===== src/rtl/mult_acc_pkg.sv =====
// Shared widths and FSM state type for the multiply-accumulate block.
package mult_acc_pkg;

    localparam int unsigned ACC_W  = 24;
    localparam int unsigned CNT_W  = 8;
    localparam int unsigned OP_W   = 8;
    localparam int unsigned PROD_W = 16;
    localparam int unsigned ACC_XW = ACC_W + 1;

    localparam logic [CNT_W-1:0] CNT_MAX = '1;

    typedef enum logic [1:0] {
        ACC,
        FLUSH,
        DONE
    } state_t;

endpackage


===== src/rtl/wallace_multiplier_8bit_by_8bit.sv =====
// Combinational 8x8 unsigned multiplier: partial-product rows reduced by a
// carry-save (3:2) tree to two rows, then one carry-propagate add.
module wallace_multiplier_8bit_by_8bit
    import mult_acc_pkg::*;
(
    input  logic [OP_W-1:0]   a,
    input  logic [OP_W-1:0]   b,
    output logic [PROD_W-1:0] product
);

    logic [PROD_W-1:0] pp [OP_W];
    logic [PROD_W-1:0] s0, c0, s1, c1, s2, c2, s3, c3, s4, c4, s5, c5;

    // Row-wise 3:2 compressor; bits carried past the MSB are dropped because
    // the final product always fits in PROD_W bits.
    function automatic logic [2*PROD_W-1:0] csa(
        input logic [PROD_W-1:0] x,
        input logic [PROD_W-1:0] y,
        input logic [PROD_W-1:0] z
    );
        logic [PROD_W-1:0] s;
        logic [PROD_W-1:0] c;
        s = x ^ y ^ z;
        c = ((x & y) | (x & z) | (y & z)) << 1;
        return {c, s};
    endfunction

    always_comb begin
        for (int i = 0; i < int'(OP_W); i++) begin
            pp[i] = (PROD_W'(a) & {PROD_W{b[i]}}) << i;
        end
        // 8 rows -> 6 -> 4 -> 3 -> 2
        {c0, s0} = csa(pp[0], pp[1], pp[2]);
        {c1, s1} = csa(pp[3], pp[4], pp[5]);
        {c2, s2} = csa(s0, c0, s1);
        {c3, s3} = csa(c1, pp[6], pp[7]);
        {c4, s4} = csa(s2, c2, s3);
        {c5, s5} = csa(s4, c4, c3);
        product  = s5 + c5;
    end

endmodule


===== src/rtl/mult_accumulator.sv =====
// Streaming multiply-accumulate: sums a*b over each in_last-terminated group.
// MULT_ACCUMULATOR_SATURATE_EN: clamp acc at all-ones on overflow (else wrap).
module mult_accumulator
    import mult_acc_pkg::*;
(
    input  logic              clk,
    input  logic              rst_n,
    input  logic              in_valid,
    output logic              in_ready,
    input  logic [OP_W-1:0]   in_a,
    input  logic [OP_W-1:0]   in_b,
    input  logic              in_last,
    output logic              out_valid,
    input  logic              out_ready,
    output logic [ACC_W-1:0]  out_acc,
    output logic [CNT_W-1:0]  out_count,
    output logic              out_ovf
);

    state_t             state_q, state_d;
    logic [PROD_W-1:0]  prod_q, prod_d;
    logic               prod_v_q, prod_v_d;
    logic [ACC_W-1:0]   acc_q, acc_d;
    logic [CNT_W-1:0]   count_q, count_d;
    logic               ovf_q, ovf_d;
    logic               in_ready_q, in_ready_d;
    logic               out_valid_q, out_valid_d;

    logic [PROD_W-1:0]  mult_p;
    logic [ACC_XW-1:0]  sum;
    logic               in_fire;
    logic               out_fire;

    wallace_multiplier_8bit_by_8bit u_mult (
        .a       (in_a),
        .b       (in_b),
        .product (mult_p)
    );

    always_comb begin
        in_fire     = in_valid & in_ready_q;
        out_fire    = out_valid_q & out_ready;
        sum         = {1'b0, acc_q} + ACC_XW'(prod_q);

        state_d     = state_q;
        prod_d      = prod_q;
        prod_v_d    = in_fire;
        acc_d       = acc_q;
        count_d     = count_q;
        ovf_d       = ovf_q;

        if (in_fire) begin
            prod_d = mult_p;
        end

        // Second pipeline stage: fold the registered product into the sum.
        if (prod_v_q) begin
            ovf_d = ovf_q | sum[ACC_W];
`ifdef MULT_ACCUMULATOR_SATURATE_EN
            acc_d = (ovf_q | sum[ACC_W]) ? '1 : sum[ACC_W-1:0];
`else
            acc_d = sum[ACC_W-1:0];
`endif
            if (count_q != CNT_MAX) begin
                count_d = count_q + CNT_W'(1);
            end
        end

        case (state_q)
            ACC: begin
                if (in_fire && in_last) begin
                    state_d = FLUSH;
                end
            end
            // Wait until the last product has been folded in.
            FLUSH: begin
                if (!prod_v_q) begin
                    state_d = DONE;
                end
            end
            DONE: begin
                if (out_fire) begin
                    state_d = ACC;
                    acc_d   = '0;
                    count_d = '0;
                    ovf_d   = 1'b0;
                end
            end
            default: state_d = ACC;
        endcase

        in_ready_d  = (state_d == ACC);
        out_valid_d = (state_d == DONE);
    end

    always_ff @(posedge clk) begin
        if (!rst_n) begin
            state_q     <= ACC;
            prod_q      <= '0;
            prod_v_q    <= 1'b0;
            acc_q       <= '0;
            count_q     <= '0;
            ovf_q       <= 1'b0;
            in_ready_q  <= 1'b1;
            out_valid_q <= 1'b0;
        end else begin
            state_q     <= state_d;
            prod_q      <= prod_d;
            prod_v_q    <= prod_v_d;
            acc_q       <= acc_d;
            count_q     <= count_d;
            ovf_q       <= ovf_d;
            in_ready_q  <= in_ready_d;
            out_valid_q <= out_valid_d;
        end
    end

    assign in_ready  = in_ready_q;
    assign out_valid = out_valid_q;
    assign out_acc   = acc_q;
    assign out_count = count_q;
    assign out_ovf   = ovf_q;

endmodule

===== config.mk =====
export PLATFORM = sky130hd
export DESIGN_NAME = mult_accumulator
export DESIGN_NICKNAME = d
export VERILOG_FILES = /design/src/rtl/mult_acc_pkg.sv /design/src/rtl/wallace_multiplier_8bit_by_8bit.sv /design/src/rtl/mult_accumulator.sv
export SDC_FILE = /design/constraint.sdc
export NUM_CORES = 1
export LEC_CHECK = 0
export ABC_AREA = 1
export BUFFER_PORTS_ARGS = -buffer_cell sky130_fd_sc_hd__buf_2
export CAP_MARGIN = 20
export CORE_ASPECT_RATIO = 1.2
export CORE_UTILIZATION = 23
export DETAILED_ROUTE_END_ITERATION = 10
export SYNTH_ARGS = -nofsm -noshare
export SYNTH_HDL_FRONTEND = slang
export SYNTH_SLANG_ARGS = --single-unit

===== constraint.sdc =====
create_clock -name clk -period 5.1 [get_ports clk]
set_clock_uncertainty 0.2 [all_clocks]
set_input_delay 1.275 -clock clk [delete_from_list [all_inputs] [get_ports clk]]
set_output_delay 1.275 -clock clk [all_outputs]
set_load 0.02 [all_outputs]

-- Word-level counts from Yosys, hierarchy flattened
Cells that the tools add are included.
- input port bits: 21
- output and inout bits: 35
- word-level logic and storage cells: 85
- flip-flop bits (word level): 54
- equal/unequal tests: 4
- add/sub/neg operators: 3
- bitwise operators: 53
- multiplexer cells: 14
- reductions and logical operators: 3
- operator list (kind ; number):
    bitwise AND 15 bit ; 18
    bitwise XOR 16 bit ; 12
    bitwise OR 15 bit ; 12
    two-way mux 24 bit ; 3
    two-way mux 8 bit ; 4
    adder 24 x 16 -> 25 bit ; 1
    adder 16 bit ; 1
    bitwise AND 8 x 16 -> 16 bit ; 1
    bitwise AND 8 x 15 -> 15 bit ; 1
    bitwise AND 8 x 14 -> 14 bit ; 1
    bitwise AND 8 x 13 -> 13 bit ; 1
    bitwise AND 8 x 12 -> 12 bit ; 1
    bitwise AND 8 x 11 -> 11 bit ; 1
    bitwise AND 8 x 10 -> 10 bit ; 1
    bitwise AND 8 x 9 -> 9 bit ; 1
    adder 8 x 1 -> 8 bit, second input constant ; 1
    inequality test 8 bit, second input constant ; 1
    two-way mux 2 bit ; 3
    case mux 2 bit (3 select lines) ; 1
    equality test 2 bit, second input constant ; 2
    zero test 2 bit ; 2
    two-way mux 1 bit ; 3
    bitwise AND 1 bit ; 2
    equality test 2 x 1 -> 1 bit, second input constant ; 1
    2 further kinds ; 2

-- Depth between registers and ports, before layout
Gate-level depths: netlist of run 1.
- depth in word-level cells: 14
- gate-level depth with buffers: 20
- gate-level depth less buffers: 19

-- Hierarchy
Synthesis of run 1 repeated with hierarchy kept, for this count alone.
- cells, all modules: 805
- area, all modules: 5291.3 µm²
- modules (own cells, without submodules) (module ; times used ; area each (µm²) ; cells an instance):
    mult_accumulator ; 1 ; 3213.1 ; 495
    wallace_multiplier_8bit_by_8bit ; 1 ; 2078.2 ; 310

-- Least setup slack after synthesis of run 1
OpenSTA, ideal clock, no wires.
- path type: input to register
- start: input port in_b[2]
- end: register prod_q[11]
- stages: 15
- setup slack: 136 ps
- path buffers: 1
- arrival: 4649 ps
- setup time: 115 ps
- required time: 4785 ps
- cell sequence: clkbuf_1 > nand2_1 > fa_1 > fa_1 > inv_1 > fa_1 > ha_1 > ha_1 > fa_1 > nand3_1 > nand2_1 > a21oi_1 > xnor2_1 > o21ai_0 > inv_1
- longest elaborated chain between the ends: 14
- ends and longest elaborated chain (item ; RTL line ; source):
    start: declaration ; mult_accumulator.sv:11 ; input logic [OP_W-1:0] in_b,
    bitwise AND 8 x 14 -> 14 bit (*) ; wallace_multiplier_8bit_by_8bit.sv:30 ; pp[i] = (PROD_W'(a) & {PROD_W{b[i]}}) << i;
    bitwise AND 15 bit ; wallace_multiplier_8bit_by_8bit.sv:24 ; c = ((x & y) | (x & z) | (y & z)) << 1;
    bitwise OR 15 bit (2 in a row) ; wallace_multiplier_8bit_by_8bit.sv:24 ;
    bitwise AND 15 bit ; wallace_multiplier_8bit_by_8bit.sv:24 ;
    bitwise OR 15 bit (2 in a row) ; wallace_multiplier_8bit_by_8bit.sv:24 ;
    bitwise AND 15 bit ; wallace_multiplier_8bit_by_8bit.sv:24 ;
    bitwise OR 15 bit (2 in a row) ; wallace_multiplier_8bit_by_8bit.sv:24 ;
    bitwise AND 15 bit ; wallace_multiplier_8bit_by_8bit.sv:24 ;
    bitwise OR 15 bit (2 in a row) ; wallace_multiplier_8bit_by_8bit.sv:24 ;
    adder 16 bit (*) ; wallace_multiplier_8bit_by_8bit.sv:39 ; product = s5 + c5;
    end signal: assignment ; mult_accumulator.sv:108 ; prod_q <= prod_d;
    end: declaration ; mult_accumulator.sv:21 ; logic [PROD_W-1:0] prod_q, prod_d;
Every way passes the cells marked *; elsewhere a longest branch is shown, timed or not.
A chain may end at the register's enable or synchronous reset.

-- Final worst setup path of run 1
- start: input port in_b[3]
- end: register prod_q[11]
- longest elaborated chain between the ends: 13
- ends and longest elaborated chain (item ; RTL line):
    bitwise AND 8 x 13 -> 13 bit (*) ; wallace_multiplier_8bit_by_8bit.sv:30
    bitwise XOR 16 bit / bitwise AND 15 bit (equally long branches) ; wallace_multiplier_8bit_by_8bit.sv:23, wallace_multiplier_8bit_by_8bit.sv:24
    bitwise XOR 16 bit / bitwise OR 15 bit (equally long branches) ; wallace_multiplier_8bit_by_8bit.sv:23, wallace_multiplier_8bit_by_8bit.sv:24
    bitwise AND 15 bit / bitwise OR 15 bit (equally long branches) ; wallace_multiplier_8bit_by_8bit.sv:24
    bitwise OR 15 bit / bitwise XOR 16 bit (equally long branches) (2 in a row) ; wallace_multiplier_8bit_by_8bit.sv:24, wallace_multiplier_8bit_by_8bit.sv:23
    bitwise AND 15 bit ; wallace_multiplier_8bit_by_8bit.sv:24
    bitwise OR 15 bit (2 in a row) ; wallace_multiplier_8bit_by_8bit.sv:24
    bitwise AND 15 bit ; wallace_multiplier_8bit_by_8bit.sv:24
    bitwise OR 15 bit (2 in a row) ; wallace_multiplier_8bit_by_8bit.sv:24
    adder 16 bit (*) ; wallace_multiplier_8bit_by_8bit.sv:39
Marks and branches as above.

==> results of run 1 <==
[cell usage after synthesis, types with 4 or more instances]
cell type,n
fa_1,40
dfxtp_1,54
inv_2,8
nand3_1,46
o211ai_1,7
clkbuf_1,19
o21ai_0,27
nor2_1,91
nand4_1,4
nand2_1,196
buf_2,6
nand2_2,13
a21oi_1,37
inv_1,156
a21oi_2,6
xor2_1,4
ha_1,42
nand3_2,7
nor3_1,7
[state kept, by name, indices dropped and copies added (netlist names)]
| name | flops |
|---|---|
| in_ready | 1 |
| out_valid | 1 |
| prod_v_q | 1 |
| prod_q | 16 |
| state_q | 2 |
| out_acc | 24 |
| out_ovf | 1 |
| out_count | 8 |
[stage by stage]
stage,TNS [ns],setup WS [ns],power (W),instance area (sq um)
2_1_floorplan,0,0.1357,0.001202,5293
3_3_place_gp,-0.03593,-0.02207,0.001407,5879
3_5_place_dp,-0.1042,-0.04101,0.001418,5879
4_1_cts,0,0.2714,0.001810,6042
5_1_grt,0,0.01979,0.001971,6042
6_report,0,0.2801,0.001790,6042
[logic make-up (layout without fill, tap and decap cells)]
| group | Yosys count | in the layout | share of synthesized area, % |
|---|---|---|---|
| AND/OR/NAND/NOR | 376 | 376 | 30.47 |
| flip-flops | 54 | 54 | 20.43 |
| XOR/XNOR | 7 | 7 | 1.158 |
| AO/OA/AOI/OAI | 85 | 85 | 9.054 |
| adder cells (fa/ha/maj) | 82 | 82 | 25.06 |
| buffers and inverters | 192 | 238 | 13.83 |
[how the worst max path moves through the flow]
| stage | startpoint | to | slack, ns |
|---|---|---|---|
| 2_1_floorplan | in_b[2] | prod_q[11]$_SDFFE_PN0P_ | 0.14 |
| 3_3_place_gp | in_b[3] | prod_q[11]$_SDFFE_PN0P_ | -0.02 |
| 3_5_place_dp | in_b[3] | prod_q[15]$_SDFFE_PN0P_ | -0.04 |
| 4_1_cts | in_b[3] | prod_q[15]$_SDFFE_PN0P_ | 0.27 |
| 5_1_grt | in_b[3] | prod_q[13]$_SDFFE_PN0P_ | 0.02 |
| 6_report | in_b[3] | prod_q[11]$_SDFFE_PN0P_ | 0.28 |
[critical path, cell delays in order]
cell and delay, ns:
buf_2 0.15, nand2_1 0.07, inv_1 0.05, fa_1 0.53, inv_1 0.05, fa_1 0.47, inv_1 0.06, fa_1 0.50
fa_1 0.49, ha_1 0.35, a21oi_1 0.21, nand2_1 0.14, a21oi_1 0.18, xnor2_1 0.09, o21ai_0 0.15, inv_1 0.05
[power breakdown]
group,switching [W],internal [W],leakage (nW),total (W)
Combinational,0.000557,0.000348,2.80,0.000905
Sequential,0.0000367,0.000466,0.443,0.000502
Clock,0.000150,0.000232,0.0781,0.000382
[what timing repair did]
item	4_1_cts	5_1_grt
endpoints found under the setup margin	0	2
setup buffers	0	0
resized for setup	0	2
[metal layers]
| layer | routed length, um | GRT usage (%) |
|---|---|---|
| met1 | 5732 | 13.69 |
| met2 | 6303 | 20.98 |
| met3 | 508 | 1.081 |
| met4 | 144 | 2.316 |
| met5 | 0 | 0 |
[area by class of cell]
type	count	area [sq um]	share of cell area (%)
clock buffer	7	132.6	2.195
clock inverter	1	30.03	0.4970
inverter	165	619.3	10.25
multi-input combinational	550	3480	57.59
sequential	54	1081	17.89
tap	279	349.1	5.778
timing repair buffer	65	350.3	5.798
==> impl_metrics.ini, run 1 <==
[pwr]
cellLeakagePower_nw = 3.321
p_per_area_nw_per_um2 = 296.2
irDropWorstVdd_mv = 0.1287

[cells_and_area]
finalCoreUtilization_pct = 26.83
final_net_count = 944
syn_to_final_growth_pct = 14.16
final_cells = 1121
drive_above_1_share_pct = 13.18
final_cell_mix = nand2_1, inv_1, nor2_1
antenna_cells = 0
n_fill_cell = 2542
final_common_cell = nand2_1

[timing]
worst_slew_pin_slew_ns = 0.8490
min_period_ns = 4.820
grt_setup_unrepaired = no
hold_viol_final = 0
period_share_pct = 94.51
fmaxAchievable_ghz = 0.2075
slew_headroom_pct = 43.32
whs_ns = 0.2569
drv_slew = 0
setup-violations-final = 0

[grt]
grt_pass1_wl_mm = 21.53
overflow = 0
grt_max_degree = 23
grt.total_usage_pct = 11.17
antenna_found_initial = 0
grt_pass1_vias = 4641

[setup_path]
crit_type = in -> reg
crit_arrival_ns = 4.81
crit_fanout = 8
ff2ff_setup_slack_ns = 2.90
worstSetupEndpointType = flop
reg2reg_depth = 12
r2r_start = prod_q[0]$_SDFFE_PN0P_
start_kind = input port
required_ns = 5.09
regToRegEndpoint = out_acc[12]$_SDFF_PN0_

[clocking]
cts_max_level = 2
cts_root_buf = clkbuf_16
cts.sinks = 54
cts_inserted_buffers = 5
clock_path_buffers = 2
cts_tree = built
cts.reportedPaths.clkPinSlew_ns = 0.07
clkLatencyLatePin_ns = 0.29
cts_hold_buf = 0

[logic_synthesis]
synth_top_area_share_pct = 20.43
ys_ff_latch = 54
syn_area_per_cell_sq_um = 6.649
synthArstFlopShare_pct = 0
synthesis.area_sq_um = 5293
synth_edf_count = 0
yosys.area.top_type = dfxtp_1
synth-main-ff-cell = dfxtp_1
synth.yosys.seq_area_share_pct = 20.43
yosysWarnings = 0
synth_nets = 899
synth_cells = 796
yosysUniqueCellTypes = 35
synth_area_leaders = dfxtp_1, fa_1, nand2_1

[routing]
wl_mm = 12.69
num_vias = 4820
postRouteAntennaNets = 0
first_pass_iters = 5
drc = 0
vias_per_cell = 4.300
drtIter0Drc = 211
wire_per_inst_um = 11.32

[die]
start_util_pct = 23.50
coreArea_sq_um = 22520
dieWidth_um = 140.5
ioPinCount = 56
row_count = 60
die-area_sq_um = 23620
die_h_um = 168.2

[placement]
hpwl_mm = 10.56
dp.cells = 1113
portBuffers = 55
gp_routability_congestion = 0.8629

[run]
maxCapViolCount = 0

[status]
outcome = finished, final reports clean

[hold_path]
hold_class = reg -> reg
min_to = out_count[4]$_SDFF_PN0_
hp-start = out_count[4]$_SDFF_PN0_
holdPathStages = 2
Note: power is estimated with default switching activity, not from simulation.
==> inputs of run 2 (changes only) <==
--- a/config.mk
+++ b/config.mk
@@ -7,3 +7,2 @@
 export LEC_CHECK = 0
-export ABC_AREA = 1
 export BUFFER_PORTS_ARGS = -buffer_cell sky130_fd_sc_hd__buf_2
@@ -13,2 +12,3 @@
 export DETAILED_ROUTE_END_ITERATION = 10
+export GPL_TIMING_DRIVEN = 0
 export SYNTH_ARGS = -nofsm -noshare
--- a/constraint.sdc
+++ b/constraint.sdc
@@ -4,2 +4,2 @@
 set_output_delay 1.275 -clock clk [all_outputs]
-set_load 0.02 [all_outputs]
+set_load 0.05 [all_outputs]
==> run 2 against run 1 <==
  * Fmax decreased by 3.4%
  * Hold slack better by 0.019 ns
  * Largest power group unchanged
  * Count of clock-buffer cells in the layout shrank 2
  * Die area fell by 11%
  * Wire length down 12%
  * Cell area is 7.1% lower
  * Sequential share of layout area up 1.4 points
==> impl_metrics.ini, run 2 <==
[logic_synthesis]
synth-simple-area-share_pct = 21.62
yosysUniqueCellTypes = 54
yosys-top-cells-count = nand2_1, dfxtp_1, inv_1
synth_edf_count = 0
synth_compound_area_share_pct = 15.58
syn_area_per_cell_sq_um = 8.605
synthesis.area_sq_um = 4698
synth_cells = 546
synth_top_area_share_pct = 23.01
synthMuxAreaShare_pct = 2.770
synth_top_family_by_area = adder cells
synth_area_leaders = dfxtp_1, fa_1, ha_1
yosys.area.top_type = dfxtp_1
synth_nets = 649
synth-main-ff-cell = dfxtp_1
synthArstFlopShare_pct = 0
yosysMostFrequentCell = nand2_1
synth_fa_ha_area_share_pct = 28.23
synth.yosys.seq_area_share_pct = 23.01
ys_ff_latch = 54
synth_xor_area_share_pct = 3.915
yosysWarnings = 0

[die]
ioPinCount = 56
die_h_um = 158.6
dieWidth_um = 132.5
row_count = 56
die-area_sq_um = 21010
coreArea_sq_um = 19760
start_util_pct = 23.78

[routing]
drc = 0
postRouteAntennaNets = 0
vias_per_cell = 4.583
drtIter0Drc = 169
wire_per_inst_um = 12.85
wl_mm = 11.19
num_vias = 3992
first_pass_iters = 5

[cells_and_area]
final_common_cell = nand2_1
antenna_cells = 0
final_cell_mix = nand2_1, dfxtp_1, buf_2
syn_to_final_growth_pct = 19.47
stdcell_area_sq_um = 5613
largest_reg_flops = 24
final_cells = 871
final_net_count = 712
regArea_sq_um = 1081
drive_above_1_share_pct = 15.74
multiInputGateArea_sq_um = 3503
n_fill_cell = 2145

[timing]
hold_viol_final = 0
setup-violations-final = 0
drv_slew = 0
worst_slew_pin_slew_ns = 0.6733
fmaxAchievable_ghz = 0.2005
period_share_pct = 97.79
grt_setup_unrepaired = yes
slew_headroom_pct = 55.11
tns_ns = 0
min_period_ns = 4.988
whs_ns = 0.2758

[clocking]
clkLatencyLatePin_ns = 0.30
clock_path_buffers = 2
cts_tree = built
cts_inserted_buffers = 5
cts_root_buf = clkbuf_16
cts_hold_buf = 0
cts.reportedPaths.clkPinSlew_ns = 0.07
cts.sinks = 54
cts_max_level = 2

[setup_path]
cp_cell_sequence = buf_2 > and2_1 > fa_2 > inv_1 > fa_1 > fa_1 > fa_1 > inv_1 > ha_4 > nand2_1 > o2111ai_4 > a221oi_2 > xor2_1 > o21ai_1 > and2_1
worstSetupEndpointType = flop
start_kind = input port
crit_arrival_ns = 4.98
required_ns = 5.10
crit_fanout = 8
slowest_stage = fa_2
path_common_cell = fa_1
slowest_delay_ns = 0.55
crit_type = in -> reg

[pwr]
irDropWorstVdd_mv = 0.1351
p_total_w = 0.001860
p_per_area_nw_per_um2 = 331.4
cellLeakagePower_nw = 2.464

[grt]
grt_pass1_vias = 3845
grt_max_degree = 18
overflow = 0
grt_pass1_wl_mm = 18.59
grt.total_usage_pct = 10.80
antenna_found_initial = 0

[placement]
hpwl_mm = 8.808
dp.cells = 861
portBuffers = 54
place_area_sq_um = 5305
gp_routability_congestion = 0.8537

[status]
outcome = finished, final reports clean

[hold_path]
hold_class = reg -> reg

[run]
maxCapViolCount = 0
## run 2: changes by cell type after synthesis, moves of 11 or more
cell,delta
nand2_1,-122
nand2_2,-13
and2_1,+39
mux2i_1,+13
nand3_1,-21
nor2_1,-59
inv_1,-113
o21ai_0,-11
## run 2: timing repair
item | CTS | global route
resized for setup | 12 | 14
endpoints found under the setup margin | 3 | 4
setup buffers | 2 | 0
pin swaps | 12 | 8
## run 2: area by class of cell
type / count / area share (%)
Multi-Input combinational cell: 432 / 62.42
Clock buffer: 5 / 2.229
Clock inverter: 3 / 0.7802
Inverter: 44 / 2.942
Timing Repair Buffer: 56 / 5.417
Tap cell: 261 / 5.818
Buffer: 16 / 1.137
Sequential cell: 54 / 19.26
## run 2: cells by family after synthesis
logic type	Yosys count
AND/OR/NAND/NOR	207
AO/OA/AOI/OAI	109
adder cells (fa/ha/maj)	82
buffers and inverters	60
flip-flops	54
XOR/XNOR	21
multiplexers	13
## run 2: path summary, 6_finish.rpt
kind,depth (start not counted),from,slack (ns),end
setup / recovery,15,in_a[6],0.11,prod_q[14]$_SDFFE_PN0P_
hold / removal,2,prod_q[3]$_SDFFE_PN0P_,0.28,prod_q[3]$_SDFFE_PN0P_
setup reg to reg,8,out_acc[0]$_SDFF_PN0_,2.45,out_acc[12]$_SDFF_PN0_
hold reg to reg,2,prod_q[3]$_SDFFE_PN0P_,0.28,prod_q[3]$_SDFFE_PN0P_
## run 2: routing by layer
layer  vias to the layer above  part of all wire, %  track usage [%]
met2                        80                   47            18.57
li1                       1999                    -                -
met3                        11                  3.4            1.273
met1                      1902                   48            14.11
met4                         0                  1.5            3.339
met5                         -                    0                0
## run 2: critical path: cells and delay by family
family / cells / cell delay, ns
XOR/XNOR: 1 / 0.19
AO/OA/AOI/OAI: 3 / 0.51
AND/OR/NAND/NOR: 3 / 0.46
buffers and inverters: 3 / 0.26
adder cells (fa/ha/maj): 5 / 2.27
## run 2: through the flow
step                      setup WS [ns]  utilization, %
final                            0.1125           28.41
after global routing           -0.05595           28.41
after CTS                      0.009533           28.11
after detailed placement        -0.4304           26.85
after global placement          -0.4179           26.85
after floorplan                0.008869               -
## run 2: report_power, final
part	internal, W	switching, W
Clock	0.000233	0.000162
Combinational	0.000412	0.000551
Sequential	0.000469	0.0000336
==> inputs of run 3 (changes only) <==
- CORE_ASPECT_RATIO: 1.2 -> 0.6
- GPL_ROUTABILITY_DRIVEN: unset -> 0
==> run 3 against run 2 <==
  * Total power up 2.9%
  * Sequential share of layout area fell by 0.33 points
  * Core utilization rose by 0.12 points
  * Via count rose by 1.1%
  * First-iteration DRC count is 22% lower
  * Count of clock-buffer cells in the layout stayed put
  * Register-to-register slack got worse by 0.08 ns
  * Wire length grew 6.2%
  * Fmax rose by 0.82%
  * Combinational power increased by 11%
  * Largest cell class unchanged
  * Highest routed layer unchanged
==> impl_metrics.ini, run 3 (synthesis gave the netlist of run 2 again) <==
[timing]
worst_slew_pin_slew_ns = 0.7292
period_share_pct = 96.99
hold_viol_final = 0
fmaxAchievable_ghz = 0.2022
slew_headroom_pct = 51.39
grt_setup_unrepaired = no
setup-violations-final = 0
min_period_ns = 4.947
tns_ns = 0
drv_slew = 0

[routing]
drtIter0Drc = 131
wire_per_inst_um = 13.42
first_pass_iters = 6
vias_per_cell = 4.559
drc = 0
wl_mm = 11.88
postRouteAntennaNets = 0
num_vias = 4035

[setup_path]
crit_fanout = 8
required_ns = 5.08
reg2reg_depth = 8
crit_arrival_ns = 4.93
worstSetupEndpointType = flop
crit_type = in -> reg
start_kind = input port

[grt]
overflow = 0
grt_max_degree = 18
grt.total_usage_pct = 11.61
grt_pass1_wl_mm = 19.64
antenna_found_initial = 1
grt_pass1_vias = 3796

[status]
outcome = finished, final reports clean

[die]
ioPinCount = 56
dieWidth_um = 186.5
coreArea_sq_um = 20020
die_h_um = 112.7
die-area_sq_um = 21020
row_count = 40
start_util_pct = 23.47

[cells_and_area]
multiInputGateArea_sq_um = 3586
antenna_cells = 0
drive_above_1_share_pct = 18.14
syn_to_final_growth_pct = 21.57
finalCoreUtilization_pct = 28.53
n_fill_cell = 2155
final_net_count = 714
largest_reg_flops = 24
regArea_sq_um = 1081
final_cell_mix = nand2_1, dfxtp_1, buf_2
final_common_cell = nand2_1

[clocking]
cts_inserted_buffers = 5
clock_path_buffers = 2
cts.sinks = 54
cts.reportedPaths.clkPinSlew_ns = 0.07
cts_root_buf = clkbuf_16
cts_tree = built
cts_max_level = 2
clkLatencyLatePin_ns = 0.30

[pwr]
p_total_w = 0.001915
irDropWorstVdd_mv = 0.1711
cellLeakagePower_nw = 2.480
p_per_area_nw_per_um2 = 335.2

[run]
maxCapViolCount = 0

[placement]
portBuffers = 54
hpwl_mm = 9.626

[hold_path]
hold_class = reg -> reg
holdPathStages = 2
run 3: cell count changes in the layout (fill, tap and decap cells not counted), moves of 2 or more:
cell    before  now
and2_1      39   33
and2_4       1    7
buf_2       51   49
buf_4        4    8
ha_1        37   35
ha_4         4    6
run 3: path summary, 6_finish.rpt:
path                                        startpoint                       to  slack, ns
worst max register to register   out_acc[0]$_SDFF_PN0_   out_acc[12]$_SDFF_PN0_       2.37
worst max-delay path                           in_b[4]  prod_q[13]$_SDFFE_PN0P_       0.15
worst min register to register  prod_q[0]$_SDFFE_PN0P_   prod_q[0]$_SDFFE_PN0P_       0.27
worst min-delay path            prod_q[0]$_SDFFE_PN0P_   prod_q[0]$_SDFFE_PN0P_       0.27
run 3: critical path, stage by stage:
cell and delay (ns):
buf_4 0.15, and2_4 0.16, fa_1 0.49, inv_1 0.05
fa_1 0.47, inv_1 0.05, fa_1 0.55, ha_4 0.21
ha_4 0.16, fa_2 0.38, a211oi_4 0.27, o21ai_2 0.14
a2111oi_4 0.31, nor3_2 0.07, nand4b_1 0.10, o211ai_1 0.09
run 3: cell type report:
| cell class | count | area share (%) |
|---|---|---|
| flip-flops and latches | 54 | 18.93 |
| multi-input cells | 432 | 62.78 |
| clock inverters | 3 | 0.3724 |
| inverters | 44 | 2.892 |
| well taps | 273 | 5.980 |
| repair buffers | 58 | 5.739 |
| plain buffers | 16 | 1.117 |
| clock buffers | 5 | 2.191 |
run 3: per-stage QoR:
stage | std cells | setup WS, ns | cell area (sq um) | hold slack [ns]
after global placement | 873 | -0.4563 | 5320 | 0.2588
after detailed placement | 873 | -0.4640 | 5320 | 0.2652
after CTS | 882 | 0.01606 | 5542 | 0.2762
after floorplan | 546 | 0.008869 | 4708 | 0.2354
final | 885 | 0.1533 | 5712 | 0.2720
after global routing | 885 | 0.0003726 | 5712 | 0.2932
run 3: layer usage:
metal	global-route usage (%)	routed length (um)	share of wire, %	vias to the layer above
met4	1.749	45	0.38	0
met1	17.75	6411	54	1930
met5	0	0	0	-
met3	3.102	759	6.4	6
met2	16.27	4663	39	105
li1	-	-	-	1994
run 3: power breakdown:
part / internal (W) / leakage, nW / switching (W)
logic: 0.000472 / 1.97 / 0.000594
registers: 0.000469 / 0.439 / 0.0000324
clock network: 0.000182 / 0.0698 / 0.000164
run 3: timing repair:
action	CTS	global route
endpoints found under the setup margin	4	5
hold buffers	0	0
resized for setup	15	34
setup buffers	1	3
pin swaps	9	17
